File: config.mk
export PLATFORM = sky130hd
export DESIGN_NAME = alu_execute_unit
export DESIGN_NICKNAME = d
export VERILOG_FILES = /design/src/rtl/alu_defs_pkg.sv /design/src/rtl/alu_execute_unit_shift_add_multiplier.sv /design/src/rtl/alu_execute_unit.sv
export SDC_FILE = /design/constraint.sdc
export NUM_CORES = 1
export LEC_CHECK = 0
export CORE_UTILIZATION = 30
export CTS_CLUSTER_SIZE = 10
export DETAILED_ROUTE_END_ITERATION = 6
export PLACE_DENSITY = 0.5
export SETUP_SLACK_MARGIN = 0.1
export SLEW_MARGIN = 20
export SYNTH_ARGS = -nofsm -noshare
export SYNTH_HDL_FRONTEND = slang
export SYNTH_SLANG_ARGS = --single-unit
File: constraint.sdc
create_clock -name i_clk -period 4.02 [get_ports i_clk]
set_input_delay 0.804 -clock i_clk [delete_from_list [all_inputs] [get_ports i_clk]]
set_output_delay 0.804 -clock i_clk [all_outputs]
set_load 0.01 [all_outputs]
File: src/rtl/alu_defs_pkg.sv
// alu_defs_pkg
//   Shared definitions for the ALU execute stage: opcode encodings, the
//   execute FSM state type, flag bit positions inside the {N,Z,C,V} flag
//   vector, and a helper that packs individual flag bits into that vector.
package alu_defs_pkg;

  localparam logic [3:0] OP_ADD = 4'd0;
  localparam logic [3:0] OP_SUB = 4'd1;
  localparam logic [3:0] OP_AND = 4'd2;
  localparam logic [3:0] OP_OR  = 4'd3;
  localparam logic [3:0] OP_XOR = 4'd4;
  localparam logic [3:0] OP_NOT = 4'd5;
  localparam logic [3:0] OP_SHL = 4'd6;
  localparam logic [3:0] OP_SHR = 4'd7;
  localparam logic [3:0] OP_MUL = 4'd8;
  localparam logic [3:0] OP_CMP = 4'd9;

  typedef enum logic {
    ST_IDLE    = 1'b0,
    ST_MUL_RUN = 1'b1
  } state_t;

  localparam int FLAG_N = 3;
  localparam int FLAG_Z = 2;
  localparam int FLAG_C = 1;
  localparam int FLAG_V = 0;

  // Places each flag at its fixed index so callers never depend on the
  // ordering of the flag vector.
  function automatic logic [3:0] packFlags(input logic n, input logic z,
                                           input logic c, input logic v);
    logic [3:0] f;
    f         = '0;
    f[FLAG_N] = n;
    f[FLAG_Z] = z;
    f[FLAG_C] = c;
    f[FLAG_V] = v;
    return f;
  endfunction

endpackage

File: src/rtl/alu_execute_unit_shift_add_multiplier.sv
// shift_add_multiplier
//   Iterative unsigned shift-add multiplier, one multiplier bit per cycle.
//   Ports:
//     i_clk, i_rst_n     clock, asynchronous active-low reset
//     i_start            capture i_a/i_b and begin (ignored while busy)
//     i_a, i_b           REG_WIDTH-bit operands
//     o_busy             an iteration is in progress
//     o_done             the current cycle performs the final iteration
//     o_product          full 2*REG_WIDTH product after this cycle's iteration
module shift_add_multiplier #(
  parameter int REG_WIDTH = 8
) (
  input  logic                   i_clk,
  input  logic                   i_rst_n,
  input  logic                   i_start,
  input  logic [REG_WIDTH-1:0]   i_a,
  input  logic [REG_WIDTH-1:0]   i_b,
  output logic                   o_busy,
  output logic                   o_done,
  output logic [2*REG_WIDTH-1:0] o_product
);

  localparam logic [REG_WIDTH-1:0] LAST_ITER = REG_WIDTH'(REG_WIDTH - 1);

  logic                   r_busy;
  logic [REG_WIDTH-1:0]   r_count;
  logic [2*REG_WIDTH-1:0] r_acc;
  logic [2*REG_WIDTH-1:0] r_mcand;
  logic [REG_WIDTH-1:0]   r_mplier;
  logic [2*REG_WIDTH-1:0] w_partial;

  // o_product is the accumulator including this cycle's partial product, so
  // the owner can register the final result on the same edge as the last
  // iteration instead of waiting an extra cycle.
  assign w_partial = r_mplier[0] ? r_mcand : '0;
  assign o_product = r_acc + w_partial;
  assign o_busy    = r_busy;
  assign o_done    = r_busy && (r_count == LAST_ITER);

  // Multiplicand shifts left and multiplier shifts right each iteration;
  // the counter ends the run after exactly REG_WIDTH iterations.
  always_ff @(posedge i_clk or negedge i_rst_n) begin
    if (!i_rst_n) begin
      r_busy   <= 1'b0;
      r_count  <= '0;
      r_acc    <= '0;
      r_mcand  <= '0;
      r_mplier <= '0;
    end else if (i_start && !r_busy) begin
      r_busy   <= 1'b1;
      r_count  <= '0;
      r_acc    <= '0;
      r_mcand  <= {{REG_WIDTH{1'b0}}, i_a};
      r_mplier <= i_b;
    end else if (r_busy) begin
      r_acc    <= o_product;
      r_mcand  <= r_mcand << 1;
      r_mplier <= r_mplier >> 1;
      if (o_done) begin
        r_busy  <= 1'b0;
        r_count <= '0;
      end else begin
        r_count <= r_count + 1'b1;
      end
    end
  end

endmodule

File: src/rtl/alu_execute_unit.sv
// alu_execute_unit
//   Execute stage behind the register file. Single-cycle ops write back on
//   the cycle after acceptance; MUL runs on the shift-add multiplier and
//   writes back REG_WIDTH cycles later. Flags {N,Z,C,V} are registered.
//   Ports:
//     i_clk, i_rst_n                clock, asynchronous active-low reset
//     i_issue_valid/o_issue_ready   issue handshake (ready only in IDLE)
//     i_opcode, i_operand_a/b       operation and register file read data
//     i_dest_addr                   destination register
//     o_write_bus/addr/enabled      register file write port, one-cycle strobe
//     o_flags                       {N,Z,C,V}
module alu_execute_unit
  import alu_defs_pkg::*;
#(
  parameter int REG_WIDTH  = 8,
  parameter int ADDR_WIDTH = 5
) (
  input  logic                  i_clk,
  input  logic                  i_rst_n,
  input  logic                  i_issue_valid,
  output logic                  o_issue_ready,
  input  logic [3:0]            i_opcode,
  input  logic [REG_WIDTH-1:0]  i_operand_a,
  input  logic [REG_WIDTH-1:0]  i_operand_b,
  input  logic [ADDR_WIDTH-1:0] i_dest_addr,
  output logic [REG_WIDTH-1:0]  o_write_bus,
  output logic [ADDR_WIDTH-1:0] o_write_addr,
  output logic                  o_write_enabled,
  output logic [3:0]            o_flags
);

  localparam int MSB = REG_WIDTH - 1;

  state_t                  r_state;
  logic [ADDR_WIDTH-1:0]   r_mulDest;
  logic [REG_WIDTH-1:0]    r_writeBus;
  logic [ADDR_WIDTH-1:0]   r_writeAddr;
  logic                    r_writeEn;
  logic [3:0]              r_flags;

  logic                    w_accept;
  logic                    w_mulStart;
  logic                    w_mulBusy;
  logic                    w_mulDone;
  logic [2*REG_WIDTH-1:0]  w_mulProduct;
  logic [REG_WIDTH-1:0]    w_mulResult;
  logic [3:0]              w_mulFlags;
  logic [REG_WIDTH:0]      w_sum;
  logic [REG_WIDTH:0]      w_diff;
  logic [REG_WIDTH-1:0]    w_result;
  logic                    w_carry;
  logic                    w_overflow;
  logic [3:0]              w_singleFlags;

  assign o_issue_ready   = (r_state == ST_IDLE) && !w_mulBusy;
  assign w_accept        = i_issue_valid && o_issue_ready;
  assign w_mulStart      = w_accept && (i_opcode == OP_MUL);
  assign o_write_bus     = r_writeBus;
  assign o_write_addr    = r_writeAddr;
  assign o_write_enabled = r_writeEn;
  assign o_flags         = r_flags;

  shift_add_multiplier #(.REG_WIDTH(REG_WIDTH)) u_mul (
    .i_clk     (i_clk),
    .i_rst_n   (i_rst_n),
    .i_start   (w_mulStart),
    .i_a       (i_operand_a),
    .i_b       (i_operand_b),
    .o_busy    (w_mulBusy),
    .o_done    (w_mulDone),
    .o_product (w_mulProduct)
  );

  // The extra top bit of the widened sum/difference is carry-out and borrow.
  assign w_sum  = {1'b0, i_operand_a} + {1'b0, i_operand_b};
  assign w_diff = {1'b0, i_operand_a} - {1'b0, i_operand_b};

  // Single-cycle datapath, evaluated on the operands as presented so the
  // accepting edge both captures and commits the result.
  always_comb begin
    w_result   = '0;
    w_carry    = 1'b0;
    w_overflow = 1'b0;
    case (i_opcode)
      OP_ADD: begin
        w_result   = w_sum[MSB:0];
        w_carry    = w_sum[REG_WIDTH];
        w_overflow = (i_operand_a[MSB] == i_operand_b[MSB]) &&
                     (w_sum[MSB] != i_operand_a[MSB]);
      end
      OP_SUB, OP_CMP: begin
        w_result   = w_diff[MSB:0];
        w_carry    = w_diff[REG_WIDTH];
        w_overflow = (i_operand_a[MSB] != i_operand_b[MSB]) &&
                     (w_diff[MSB] != i_operand_a[MSB]);
      end
      OP_AND: w_result = i_operand_a & i_operand_b;
      OP_OR:  w_result = i_operand_a | i_operand_b;
      OP_XOR: w_result = i_operand_a ^ i_operand_b;
      OP_NOT: w_result = ~i_operand_a;
      OP_SHL: begin
        w_result = {i_operand_a[MSB-1:0], 1'b0};
        w_carry  = i_operand_a[MSB];
      end
      OP_SHR: begin
        w_result = {1'b0, i_operand_a[MSB:1]};
        w_carry  = i_operand_a[0];
      end
      default: ;
    endcase
  end

  assign w_singleFlags = packFlags(w_result[MSB], (w_result == '0), w_carry, w_overflow);
  assign w_mulResult   = w_mulProduct[MSB:0];
  assign w_mulFlags    = packFlags(w_mulResult[MSB], (w_mulResult == '0),
                                   |w_mulProduct[2*REG_WIDTH-1:REG_WIDTH], 1'b0);

  // Execute FSM and output registers. The write strobe defaults low every
  // cycle so it is a single pulse per result; CMP and reserved opcodes
  // never raise it.
  always_ff @(posedge i_clk or negedge i_rst_n) begin
    if (!i_rst_n) begin
      r_state     <= ST_IDLE;
      r_mulDest   <= '0;
      r_writeBus  <= '0;
      r_writeAddr <= '0;
      r_writeEn   <= 1'b0;
      r_flags     <= '0;
    end else begin
      r_writeEn <= 1'b0;
      case (r_state)
        ST_IDLE: begin
          if (w_accept) begin
            case (i_opcode)
              OP_ADD, OP_SUB, OP_AND, OP_OR, OP_XOR, OP_NOT, OP_SHL, OP_SHR: begin
                r_writeBus  <= w_result;
                r_writeAddr <= i_dest_addr;
                r_writeEn   <= 1'b1;
                r_flags     <= w_singleFlags;
              end
              OP_CMP: r_flags <= w_singleFlags;
              OP_MUL: begin
                r_mulDest <= i_dest_addr;
                r_state   <= ST_MUL_RUN;
              end
              default: ;
            endcase
          end
        end
        ST_MUL_RUN: begin
          if (w_mulDone) begin
            r_writeBus  <= w_mulResult;
            r_writeAddr <= r_mulDest;
            r_writeEn   <= 1'b1;
            r_flags     <= w_mulFlags;
            r_state     <= ST_IDLE;
          end
        end
        default: r_state <= ST_IDLE;
      endcase
    end
  end

endmodule

Word level (Yosys, flattened, before mapping)
Index checks and enable logic that the tools add are counted.
{ "word_totals": {"out_inout_bits": 19, "elab_cells": 92, "reg_bits": 73, "inputBits": 28} }
{ "classes": {"n_eq_ne": 18, "n_bitwise": 5, "n_reduce_logical": 19, "n_addsub": 4, "muxes": 35} }
{ "op_table": {"columns": ["op", "count"], "rows": [
  ["two-way mux 16 bit", 5],
  ["two-way mux 8 bit", 8],
  ["one-hot mux 8 bit (8 select lines)", 1],
  ["adder 16 bit", 1],
  ["== test 4 x 3 -> 1 bit, second input constant", 4],
  ["logical NOT 8 bit", 2],
  ["one-hot mux 8 bit (2 select lines)", 1],
  ["OR reduction 8 bit", 2],
  ["two-way mux 5 bit", 3],
  ["two-way mux 4 bit", 3],
  ["one-hot mux 5 bit (2 select lines)", 1],
  ["adder 8 x 8 -> 9 bit", 1],
  ["AND reduction 3 bit", 3],
  ["OR reduction 9 bit", 1],
  ["subtractor 8 x 8 -> 9 bit", 1],
  ["adder 8 x 1 -> 8 bit, second input constant", 1],
  ["AND 8 bit", 1],
  ["== test 4 x 2 -> 1 bit, second input constant", 2],
  ["== test 4 bit, second input constant", 2],
  ["== test 8 x 3 -> 1 bit, second input constant", 1],
  ["two-way mux 1 bit", 8],
  ["NOT 8 bit", 1],
  ["OR 8 bit", 1],
  ["one-hot mux 4 bit (2 select lines)", 1],
  ["other kinds (14)", 26]
]} }

Longest topological paths before layout
{ "depth": {"ltp_word": 7, "mapped_depth": 12, "ltp_nobuf": 12} }

Modules after synthesis
Synthesis repeated with hierarchy kept, for this count alone.
{ "hier_totals": {"cells_unflattened": 666, "hier_area_um2": 5734.2} }
{ "modules_own_cells": {"columns": ["module", "cells_per_inst", "instances", "seq_area_each_um2", "area_per_inst_um2"], "rows": [
  ["shift_add_multiplier", 331, 1, 1226.2, 3025.4],
  ["alu_execute_unit", 335, 1, 600.6, 2708.8]
]} }

Least setup slack after synthesis
No wires, ideal clock.
{ "synth_path": {"path_kind": "register -> register", "start": "reg u_mul.r_mplier[0]", "end": "reg r_flags[1], in the netlist o_flags[1]", "synth_period_minus_slack_ns": 3.140, "t_arrival_ns": 3.016, "setup_time_ns": 0.124, "setup_slack_ns": 0.880, "path_stages_with_launch": 12, "path_buffers": 0, "t_required_ns": 3.896, "cell_sequence": "dfrtp_1 > and2_1 > ha_1 > fa_1 > a211o_1 > a2111oi_1 > nor2_1 > a2111oi_0 > o31ai_1 > xor2_1 > nand4bb_1 > o31a_1"} }
{ "synth_between": {"elab_chain_cells": 5} }
{ "synth_lines": {"columns": ["element", "line", "rtl"], "rows": [
  ["from (decl)", "alu_execute_unit_shift_add_multiplier.sv:29", "logic [REG_WIDTH-1:0] r_mplier;"],
  ["from (signal assigned)", "alu_execute_unit_shift_add_multiplier.sv:54", "r_mplier <= i_b;"],
  ["from (signal assigned)", "alu_execute_unit_shift_add_multiplier.sv:58", "r_mplier <= r_mplier >> 1;"],
  ["two-way mux 16 bit", "alu_execute_unit_shift_add_multiplier.sv:35", "assign w_partial = r_mplier[0] ? r_mcand : '0;"],
  ["adder 16 bit", "alu_execute_unit_shift_add_multiplier.sv:36", "assign o_product = r_acc + w_partial;"],
  ["OR reduction 8 bit", "alu_execute_unit.sv:116", "|w_mulProduct[2*REG_WIDTH-1:REG_WIDTH], 1'b0);"],
  ["two-way mux 4 bit", "alu_execute_unit.sv:151", "if (w_mulDone) begin"],
  ["one-hot mux 4 bit (2 select lines)", "alu_execute_unit.sv:131", "case (r_state)"],
  ["to (signal assigned)", "alu_execute_unit.sv:139", "r_flags <= w_singleFlags;"],
  ["to (signal assigned)", "alu_execute_unit.sv:141", "OP_CMP: r_flags <= w_singleFlags;"],
  ["to (signal assigned)", "alu_execute_unit.sv:155", "r_flags <= w_mulFlags;"],
  ["to (decl)", "alu_execute_unit.sv:39", "logic [3:0] r_flags;"]
]} }
Every way passes these cells. The select of a mux whose other input is x is not followed.
A chain may end at the register's enable or synchronous reset.

Worst setup path after layout
{ "layout_path": {"start": "in i_operand_b[4]", "end": "reg r_flags[2], in the netlist o_flags[2]"} }
{ "layout_between": {"elab_chain_cells": 6, "elab_cells_between_ends": 10, "cone_classes": "add/sub (2); mux (4); bitwise (3); reduce/logical (1)"} }
{ "layout_lines": {"columns": ["element", "line", "rtl"], "rows": [
  ["from (decl)", "alu_execute_unit.sv:24", "input logic [REG_WIDTH-1:0] i_operand_b,"],
  ["subtractor 8 x 8 -> 9 bit (tied with other cells)", "alu_execute_unit.sv:76", "assign w_diff = {1'b0, i_operand_a} - {1'b0, i_operand_b};"],
  ["one-hot mux 8 bit (8 select lines) (*)", "alu_execute_unit.sv:84", "case (i_opcode)"],
  ["logical NOT 8 bit (*)", "alu_execute_unit.sv:113", "assign w_singleFlags = packFlags(w_result[MSB], (w_result == '0), w_carry, w_overflow);"],
  ["two-way mux 4 bit (*)", "alu_execute_unit.sv:134", "case (i_opcode)"],
  ["two-way mux 4 bit (*)", "alu_execute_unit.sv:133", "if (w_accept) begin"],
  ["one-hot mux 4 bit (2 select lines) (*)", "alu_execute_unit.sv:131", null]
]} }
Mark *: on every way between the ends. The rest lies on a longest branch, timed or not. The select of a mux whose other input is x is not followed.

==> flow_summary.json <==
{
  "max-clock-path-buffers": 2,
  "p_leak_nw": 3.03,
  "cts_setup_buffers": 0,
  "antenna_found_initial": 0,
  "io_pins": 47,
  "p_comb_frac": 0.401,
  "cts_hold_buf": 0,
  "vias_per_cell": 5.34,
  "wl_met1_um": 7680,
  "wl_per_cell_um": 17.0,
  "area_growth_pct": 20.4,
  "worstHoldStart": "r_mulDest[4]",
  "synthTopCellsByArea": "dfrtp_1, ha_1, nand2_1, o21ai_0, mux2i_1",
  "synthesis.area_mm2": 0.00542,
  "vias": 4980,
  "slowest_delay_ps": 560,
  "ys_warn_count": 0,
  "vdd_drop_max_uv": 218,
  "num-nets-final": 775,
  "synth_seq_cells": 73,
  "cp_data_arrival_time_ps": 3890,
  "synth_commonest_cells": "nand2_1, dfrtp_1, o21ai_0",
  "cp-start-kind": "primary input",
  "synth.distinct_cells": 62,
  "dp_cells": 917,
  "reg2regPathDepth": 11,
  "gp_congestion": 0.938,
  "dr.pass1.iters": 5,
  "cts_buffers": 9,
  "outcome": "finished, final reports clean",
  "yosys.cell_count.top_type": "nand2_1",
  "fin_crit_sh": 0.899,
  "fillerInstances": 1782,
  "insertion_delay_ps": 340,
  "fp.dieH_um": 136,
  "crit_chain": "clkdlybuf4s50_1 > inv_1 > ha_1 > and3_1 > a221o_1 > nor2_2 > xnor2_1 > a221o_1 > or4_1 > nor4_2 > o31a_1",
  "power_per_cell_area_mw_per_mm2": 526,
  "pre_cts_ws_ps": 64.0,
  "crit_fanout": 11,
  "grt_pass1_wl_um": 25600,
  "crit_required_ps": 4300,
  "worst_hold_slack_ps": 480,
  "syn_inst": 656,
  "met3WireLength_um": 600,
  "sw_frac_of_total": 0.386,
  "die_w_um": 136,
  "setup_tns_ps": 0,
  "critPathCaptureType": "register",
  "highest_layer": "met4",
  "fin_ws_ps": 405,
  "worstReg2RegStart": "u_mul.r_mplier[0]",
  "drt_wl_total_um": 15800,
  "setup_viol": 0,
  "cp_slowest_cell": "or4_1",
  "coreArea_mm2": 0.0175,
  "setup.worst_path.start": "i_operand_b[4]",
  "fin_skew_ps": 10.2,
  "ys_seq_area_frac": 0.337,
  "total_power_mw": 3.43,
  "cpMostUsedCell": "a221o_1",
  "wl_met2_um": 7260,
  "port_buffers": 46,
  "ys.flop_type": "dfrtp_1",
  "seqCellArea_mm2": 0.00183,
  "htreeDepth": 3,
  "p_int_mw": 2.10,
  "async_flop_share": 1.00,
  "max_cap_viol_count": 0,
  "period_needed_ps": 3610,
  "num_antenna_cells": 0,
  "synth_area_per_cell_um2": 8.26,
  "cts_tree": "done",
  "instances_no_fill": 933,
  "grt_max_degree": 74,
  "whs_path_depth": 2,
  "gr-total-overflow": 0,
  "hold_violations": 0,
  "synth_top_area_frac": 0.337,
  "num_rows": 48,
  "grt_usage": 0.179,
  "drt-initial-drc-count": 292,
  "synth_nets": 728,
  "dieArea_mm2": 0.0186,
  "drc": 0,
  "clk_pin_slew_ps": 60,
  "rsz0062_at_grt": "no",
  "clock_sinks": 73,
  "multi_input_area_mm2": 0.00333,
  "fmax_mhz": 277,
  "slew_viol_final": 0,
  "pwr-share-clk": 0.246,
  "synth_edf_count": 0,
  "synth_area_leader_cell": "dfrtp_1",
  "max_slew_margin": 0.373,
  "drtAntennaViolNets": 0,
  "dp_hpwl_um": 12000,
  "initial_core_util": 0.310,
  "worst_pin_slew_ps": 940,
  "cts_root_buf": "clkbuf_16",
  "hold_class": "reg -> reg",
  "crit_type": "in -> reg",
  "p_sw_mw": 1.33,
  "seq_power_share": 0.354,
  "drive_gt1_frac": 0.0678,
  "grt_pass1_vias": 4836
}
[power by group through the flow]
stage	sequential (mW)	combinational [mW]	clock (mW)
4_1_cts	1.22	1.38	0.869
3_3_place_gp	1.22	1.36	0
5_1_grt	1.26	1.53	0.897
6_report	1.21	1.37	0.843
3_5_place_dp	1.23	1.38	0
2_1_floorplan	1.17	0.900	0
[path summary, 6_finish.rpt]
kind / slack [ps] / end
worst max register to register: 410 / o_flags[1]
worst max-delay path: 410 / o_flags[2]
worst min-delay path: 480 / r_mulDest[4]
worst min register to register: 480 / r_mulDest[4]
max in group asynchronous: 2750 / u_mul.o_busy
min in group asynchronous: 600 / u_mul.r_acc[8]
[logic make-up (layout without fill, tap and decap cells)]
group | Yosys count | after routing | synth area share
AO/OA/AOI/OAI | 176 | 176 | 0.213
XOR/XNOR | 18 | 18 | 0.0291
adder cells (fa/ha/maj) | 44 | 44 | 0.106
buffers and inverters | 67 | 119 | 0.0494
flip-flops | 73 | 73 | 0.337
multiplexers | 23 | 23 | 0.0471
AND/OR/NAND/NOR | 255 | 255 | 0.218
[worst max-delay path, delay by kind of cell]
kind                       cells  cell delay (ps)
and+or+nand+nor                4             1050
AOI/OAI and AO/OA              3              910
adders and majority gates      1              420
xor gates and xnor gates       1               80
buffers and inverters          2              620
[layout make-up]
cell class | count | area share
Sequential cell | 73 | 0.280
Multi-Input combinational cell | 516 | 0.510
Inverter | 33 | 0.0190
Clock buffer | 10 | 0.0366
Clock inverter | 6 | 0.0113
Timing Repair Buffer | 70 | 0.0998
Tap cell | 225 | 0.0432
[per-layer routing]
metal,global-route usage,up-vias
met5,0,-
met2,0.283,121
li1,-,2423
met3,0.0317,25
met1,0.245,2411
met4,0.0605,0
[repair_timing]
action	in CTS	in global routing
setup endpoints to repair	0	1
hold endpoints to repair	0	0
resized for setup	0	1
[state kept, by name, indices dropped and copies added (netlist names)]
register / flops
o_write_bus: 8
r_mulDest: 5
u_mul.r_acc: 16
u_mul.r_mplier: 8
o_write_enabled: 1
u_mul.r_mcand: 16
o_write_addr: 5
o_flags: 4
u_mul.r_count: 8
u_mul.o_busy: 1
r_state: 1
[through the flow]
| step | cell area [um2] | utilization |
|---|---|---|
| floorplan | 5420 | - |
| global placement | 6210 | 0.355 |
| detailed placement | 6210 | 0.355 |
| CTS | 6520 | 0.373 |
| global route | 6520 | 0.373 |
| finish | 6520 | 0.373 |
[placed cells by master, fill, tap and decap left out, types with 9 or more instances in the layout]
| cell type | count |
|---|---|
| dfrtp_1 | 72 |
| a22oi_1 | 11 |
| clkdlybuf4s50_1 | 45 |
| a21oi_1 | 26 |
| ha_1 | 41 |
| xnor2_1 | 12 |
| nand2_1 | 129 |
| nor2_1 | 35 |
| nand2b_1 | 10 |
| o22ai_1 | 12 |
| o21ai_1 | 12 |
| clkbuf_16 | 9 |
| and2_1 | 20 |
| buf_4 | 24 |
| nand3_1 | 13 |
| o21ai_0 | 46 |
| nor3_1 | 10 |
| inv_1 | 31 |
| mux2i_1 | 21 |
| a211oi_1 | 9 |
| and3_1 | 10 |
| a21o_1 | 9 |
Power figures use the tool's default switching activity.
